### config.mk
export PLATFORM = sky130hd
export DESIGN_NAME = vita_pkt_gen_mc
export DESIGN_NICKNAME = d
export VERILOG_FILES = /design/src/rtl/vita_pkt_gen_mc.sv
export SDC_FILE = /design/constraint.sdc
export NUM_CORES = 1
export LEC_CHECK = 0
export CORE_AREA = 5 5 220 136
export DETAILED_ROUTE_END_ITERATION = 10
export DIE_AREA = 0 0 225 141
export PLACE_DENSITY = 0.85
export SYNTH_ARGS = -nofsm -noshare
export SYNTH_HDL_FRONTEND = slang
export SYNTH_SLANG_ARGS = --single-unit
### constraint.sdc
create_clock -name clk -period 4.3 [get_ports clk]
set_clock_uncertainty 0.1 [all_clocks]
set_input_delay 0.43 -clock clk [delete_from_list [all_inputs] [get_ports clk]]
set_output_delay 0.43 -clock clk [all_outputs]
set_load 0.01 [all_outputs]
### src/rtl/vita_pkt_gen_mc.sv
// Multi-channel VITA-style fifo36 test packet source: round-robin over masked channels,
// per-channel sequence numbers, selectable payload patterns, inter-packet gap and packet limit.
module vita_pkt_gen_mc #(
  parameter int NUM_CHAN = 4,
  parameter int LEN_W    = 16,
  parameter int GAP_W    = 8,
  parameter int SEQ_W    = 12
) (
  input  logic                clk,
  input  logic                reset_n,
  input  logic                clear,
  input  logic                enable,
  input  logic [LEN_W-1:0]    len,
  input  logic [GAP_W-1:0]    gap,
  input  logic [31:0]         num_pkts,
  input  logic [1:0]          mode,
  input  logic [NUM_CHAN-1:0] chan_mask,
  output logic [35:0]         data_o,
  output logic                src_rdy_o,
  input  logic                dst_rdy_i,
  output logic                done,
  output logic [31:0]         pkt_cnt
);

  typedef enum logic [2:0] {S_IDLE, S_HDR0, S_HDR1, S_PAYLOAD, S_GAP, S_DONE} state_t;

  state_t             r_state;
  logic [3:0]         r_chan;
  logic [15:0]        r_len;
  logic [15:0]        r_k;
  logic [1:0]         r_mode;
  logic [GAP_W-1:0]   r_gap;
  logic [GAP_W-1:0]   r_gap_cnt;
  logic [30:0]        r_lfsr;
  logic [SEQ_W-1:0]   r_seq [NUM_CHAN];
  logic [31:0]        r_pkt_cnt;
  logic               r_done;
  logic               r_src_rdy;
  logic [35:0]        r_data;

  logic               w_fire, w_eof_fire, w_can_start, w_hit_done, w_start;
  logic [31:0]        w_cnt_inc, w_mask_ext;
  logic [15:0]        w_len_eff, w_k_nxt;
  logic [30:0]        w_lfsr_nxt, w_pay_lfsr;
  logic [4:0]         w_cand;
  logic [3:0]         w_next_chan;
  logic [SEQ_W-1:0]   w_cur_seq, w_nxt_seq, w_start_seq;
  logic [35:0]        w_hdr0, w_hdr1, w_pay;

  function automatic logic [31:0] f_payload(input logic [15:0] k, input logic [1:0] m,
                                            input logic [30:0] l);
    case (m)
      2'd0:    return {~k, k};
      2'd1:    return {16'd0, k};
      2'd2:    return {1'b0, l};
      default: return 32'hA5A55A5A;
    endcase
  endfunction

  assign data_o    = r_data;
  assign src_rdy_o = r_src_rdy;
  assign done      = r_done;
  assign pkt_cnt   = r_pkt_cnt;

  assign w_fire      = r_src_rdy & dst_rdy_i;
  assign w_eof_fire  = w_fire & r_data[33];
  assign w_can_start = enable & (|chan_mask);
  assign w_cnt_inc   = (&r_pkt_cnt) ? r_pkt_cnt : r_pkt_cnt + 32'd1;
  assign w_hit_done  = (num_pkts != 32'd0) && (w_cnt_inc == num_pkts);
  // Packet start: from IDLE, at the last gap cycle, or back-to-back on a consumed eof.
  assign w_start     = w_can_start &&
                       ((r_state == S_IDLE) ||
                        (r_state == S_GAP && r_gap_cnt == GAP_W'(1)) ||
                        (w_eof_fire && !w_hit_done && r_gap == '0));

  assign w_len_eff  = (len < LEN_W'(2)) ? 16'd2 : 16'(len);
  assign w_mask_ext = 32'(chan_mask);
  assign w_k_nxt    = r_k + 16'd1;
  assign w_lfsr_nxt = {r_lfsr[29:0], r_lfsr[30] ^ r_lfsr[27]};
  assign w_pay_lfsr = (r_state == S_PAYLOAD) ? w_lfsr_nxt : r_lfsr;

  // Nearest set mask bit after the previous channel; lowest distance wins.
  always_comb begin
    w_cand      = '0;
    w_next_chan = r_chan;
    for (int i = NUM_CHAN; i >= 1; i--) begin
      w_cand = 5'(r_chan) + 5'(i);
      if (w_cand >= 5'(NUM_CHAN)) w_cand = w_cand - 5'(NUM_CHAN);
      if (w_mask_ext[w_cand]) w_next_chan = w_cand[3:0];
    end
  end

  always_comb begin
    w_cur_seq = '0;
    w_nxt_seq = '0;
    for (int j = 0; j < NUM_CHAN; j++) begin
      if (r_chan == 4'(j))      w_cur_seq = r_seq[j];
      if (w_next_chan == 4'(j)) w_nxt_seq = r_seq[j];
    end
  end

  // A back-to-back restart on the same channel must see the seq bumped by this eof.
  assign w_start_seq = (w_eof_fire && w_next_chan == r_chan) ? w_cur_seq + SEQ_W'(1) : w_nxt_seq;

  assign w_hdr0 = {2'b00, 1'b0, 1'b1, w_next_chan, 12'(w_start_seq), w_len_eff};
  assign w_hdr1 = {2'b00, (r_len == 16'd2), 1'b0, 32'(w_cur_seq)};
  assign w_pay  = {2'b00, (w_k_nxt == r_len - 16'd1), 1'b0, f_payload(w_k_nxt, r_mode, w_pay_lfsr)};

  always_ff @(posedge clk or negedge reset_n) begin
    if (!reset_n) begin
      r_state   <= S_IDLE;
      r_chan    <= 4'(NUM_CHAN - 1);
      r_len     <= 16'd2;
      r_k       <= '0;
      r_mode    <= '0;
      r_gap     <= '0;
      r_gap_cnt <= '0;
      r_lfsr    <= '1;
      r_pkt_cnt <= '0;
      r_done    <= 1'b0;
      r_src_rdy <= 1'b0;
      r_data    <= '0;
      for (int j = 0; j < NUM_CHAN; j++) r_seq[j] <= '0;
    end else if (clear) begin
      r_state   <= S_IDLE;
      r_chan    <= 4'(NUM_CHAN - 1);
      r_len     <= 16'd2;
      r_k       <= '0;
      r_mode    <= '0;
      r_gap     <= '0;
      r_gap_cnt <= '0;
      r_lfsr    <= '1;
      r_pkt_cnt <= '0;
      r_done    <= 1'b0;
      r_src_rdy <= 1'b0;
      r_data    <= '0;
      for (int j = 0; j < NUM_CHAN; j++) r_seq[j] <= '0;
    end else begin
      if (w_eof_fire) begin
        for (int j = 0; j < NUM_CHAN; j++)
          if (r_chan == 4'(j)) r_seq[j] <= r_seq[j] + SEQ_W'(1);
        r_pkt_cnt <= w_cnt_inc;
      end
      if (r_state == S_PAYLOAD && w_fire) r_lfsr <= w_lfsr_nxt;

      if (w_start) begin
        r_state   <= S_HDR0;
        r_chan    <= w_next_chan;
        r_len     <= w_len_eff;
        r_mode    <= mode;
        r_gap     <= gap;
        r_k       <= '0;
        r_lfsr    <= '1;
        r_src_rdy <= 1'b1;
        r_data    <= w_hdr0;
      end else begin
        case (r_state)
          S_HDR0: if (w_fire) begin
            r_state <= S_HDR1;
            r_k     <= 16'd1;
            r_data  <= w_hdr1;
          end
          S_HDR1, S_PAYLOAD: if (w_fire) begin
            if (r_data[33]) begin
              r_src_rdy <= 1'b0;
              r_data    <= '0;
              if (w_hit_done) begin
                r_state <= S_DONE;
                r_done  <= 1'b1;
              end else if (r_gap != '0) begin
                r_state   <= S_GAP;
                r_gap_cnt <= r_gap;
              end else begin
                r_state <= S_IDLE;
              end
            end else begin
              r_state <= S_PAYLOAD;
              r_k     <= w_k_nxt;
              r_data  <= w_pay;
            end
          end
          S_GAP: begin
            r_gap_cnt <= r_gap_cnt - GAP_W'(1);
            if (r_gap_cnt == GAP_W'(1)) r_state <= S_IDLE;
          end
          default: ;
        endcase
      end
    end
  end

endmodule

==> results.cfg <==
[cells_and_area]
n_fill_cell = 2346
drive_gt1_share_pct = 13.1
diodes = 0
post-route-util_pct = 62.5
nets = 1989
area_delta_synth_final_pct = 21.3
layout.cells.non_filler = 2278
final_cell_mix = 238 x nand2_1, 166 x dfrtp_1, 157 x nor2_1, 145 x a21oi_1, 132 x clkdlybuf4s50_1
seqCellArea_mm2 = 0.00515
final_cell_area_mm2 = 0.0175
final_common_cell = nand2_1
multiInputGateArea_mm2 = 0.00888

[setup_path]
crit_chain = nand4_1, or4_4, a211oi_2, mux2i_1, a2111oi_4, nand4_1, or4_4, a21o_4, buf_4, a211oi_1, a211oi_1
crit_fanout = 13
cp_slowest_cell = or4_4
slowest_delay_ns = 0.67
cp-end-kind = flip-flop
crit_required_ns = 4.57
crit_type = reg2reg
worstSetupStartpointType = flip-flop
arrival_ns = 4.48

[grt]
grt_start_max_net_pins = 114
grt_pass1_wl_mm = 79.1
antenna_found_initial = 0
overflow = 0
grt_pass1_vias = 13577
grt_use_total_pct = 31.5

[pwr]
irDropWorstVdd_mv = 0.257
power_mw = 5.92
leakage_nw = 6.94
powerDensity_mw_per_mm2 = 338

[routing]
vias = 14714
vias_per_cell = 6.46
drc_errors = 0
wire_per_inst_um = 22.9
drt_iter0_drc = 2247
drt_pass1_iterations = 6
antenna_left = 0
wl_mm = 52.2

[floorplanning]
die_h_um = 141
core_mm2 = 0.0280
die_w_um = 225
rows = 48
io_pins = 137
start_util_pct = 51.5
die-area_mm2 = 0.0317

[sta]
layout_min_cycle_time_ns = 4.20
setup_viol = 0
tns_ns = 0
finalHoldViolations = 0
fin_crit_sh_pct = 97.8
fmax_mhz = 238
worst_slew_pin_slew_ns = 1.24
max-slew-margin-rel_pct = 17.4
finalMaxSlewViolations = 0
rsz0062_at_grt = true

[cts]
path_clk_slew_ns = 0.06
root_buffer = clkbuf_16
cts_tree = yes
cts.sinks = 204
clkLatencyLatePin_ns = 0.53
cts_max_level = 1
cts.path.max_buffers = 3
cts_buffers = 22

[yosys]
synth_xor_area_share_pct = 9.09
synth_compound_area_share_pct = 17.9
synth_top_cell_by_area = dfrtp_1
synthAdderAreaFrac_pct = 2.94
synthTopCellsByArea = dfrtp_1 29%, dfstp_2 6.2%, nand2_1 6.2%, a21oi_1 5.1%, xnor2_1 5.0%
synth_cell_types = 78
synthMuxAreaShare_pct = 5.67
synth-edff-count = 0
ys_seq_area_share_pct = 35.6
synthFlopType = dfrtp_1
synthSimpleGateAreaFrac_pct = 24.6
synth_top_family_by_area = simple AND/OR/NAND/NOR gates
async_reset_ff_share_pct = 100
synthCells = 1747
synth-seq-cells = 204
synth.avg_cell_area_um2 = 8.27
netlist.area_leader.share_pct = 29.4
syn-cell-area_mm2 = 0.0145
ys_warn_count = 0

[place]
placed_cell_area_mm2 = 0.0166
routabilityCongestion = 1.06
place_inst = 2228
hpwl_mm = 39.2
port_buffers = 134

[hold_path]
hp-class = in2reg

[job]
cap_violations = 0

[status]
status = finished clean
[state kept, by name, summed over array words and instances, names as in the netlist]
register   flops
r_state        3
pkt_cnt       32
r_k           16
r_mode         2
r_gap          8
r_seq         48
r_gap_cnt      8
data_o        34
r_len         16
src_rdy_o      1
r_lfsr        31
r_chan         4
done           1
[power breakdown]
part           switching [mW]  total, mW  internal, mW
Sequential             0.0951       2.09          2.00
Combinational            1.03       1.85         0.820
Clock                   0.827       1.98          1.16
Total                    1.95       5.92          3.97
[critical path, delay by kind of cell, from the launching register on]
family          cells  cell delay [ns]
simple gates        4             1.68
mux                 1             0.29
compound gates      5             1.30
buf+inv             1             0.20
flops               1             0.48
[per-stage QoR]
stage	worst slack (ns)	hold slack (ns)
2_1_floorplan	0.116	0.0344
3_3_place_gp	-0.0994	0.384
3_5_place_dp	-0.124	0.394
4_1_cts	0.00548	0.214
5_1_grt	-0.0149	0.241
6_report	0.0959	0.231
[routing by layer]
metal | up-vias | track usage [%] | routed length (µm)
met5 | - | 0 | 0
met4 | 0 | 7.17 | 1460
met3 | 116 | 11.0 | 7270
met2 | 915 | 41.2 | 20600
met1 | 7110 | 49.1 | 22900
li1 | 6573 | - | -
[cell families (layout without fill, tap and decap cells)]
logic type,Yosys count,count (layout)
AND/OR/NAND/NOR,734,734
XOR/XNOR,150,151
multiplexers,72,72
flip-flops,204,204
buffers and inverters,152,306
other,1,2
adder cells (fa/ha/maj),34,34
AO/OA/AOI/OAI,400,400
[area by class of cell]
| class | instances | share of cell area (%) |
|---|---|---|
| multi-input combinational | 1393 | 50.6 |
| clock buffer | 35 | 3.94 |
| inverter | 35 | 0.771 |
| sequential | 204 | 29.4 |
| timing repair buffer | 232 | 12.3 |
| tap | 375 | 2.68 |
| clock inverter | 4 | 0.271 |
[synth_stat cells, drive strengths merged (7+ instances only)]
cell type / instances
a221oi: 13
a22o: 7
o21ai: 76
nor2: 158
mux2i: 29
nand2b: 20
and2: 11
ha: 34
nand2: 238
dfstp: 34
a221o: 7
nor4: 39
a21oi: 147
or4: 13
xor2: 68
a22oi: 13
and3: 27
inv: 34
a211oi: 30
dfrtp: 170
o211ai: 22
nor2b: 10
a311oi: 10
clkbuf: 93
xnor2: 82
nand4: 30
or3: 40
nand3: 76
mux2: 39
buf: 24
a32oi: 7
nor3: 41
nand3b: 11
[final timing paths]
check	from	endpoint	slack, ns	cells past startpoint
hold / removal	clear	r_seq[12]	0.23	2
setup / recovery	pkt_cnt[14]	data_o[30]	0.1	11
hold reg to reg	r_lfsr[23]	r_lfsr[23]	0.40	2
min in group asynchronous	reset_n	pkt_cnt[8]	0.51	2
max in group asynchronous	reset_n	pkt_cnt[17]	2.60	3
setup reg to reg	pkt_cnt[14]	data_o[30]	0.1	11
[timing repair]
item | in CTS | in global routing
resized for setup | 2 | 27
endpoints found under the setup margin | 82 | 105
hold buffers | 1 | 0
hold endpoints to repair | 21 | 0
pin swaps | 3 | 4
cloned | 0 | 1
setup buffers | 0 | 9
No activity file was read; power rests on OpenSTA's default activity.
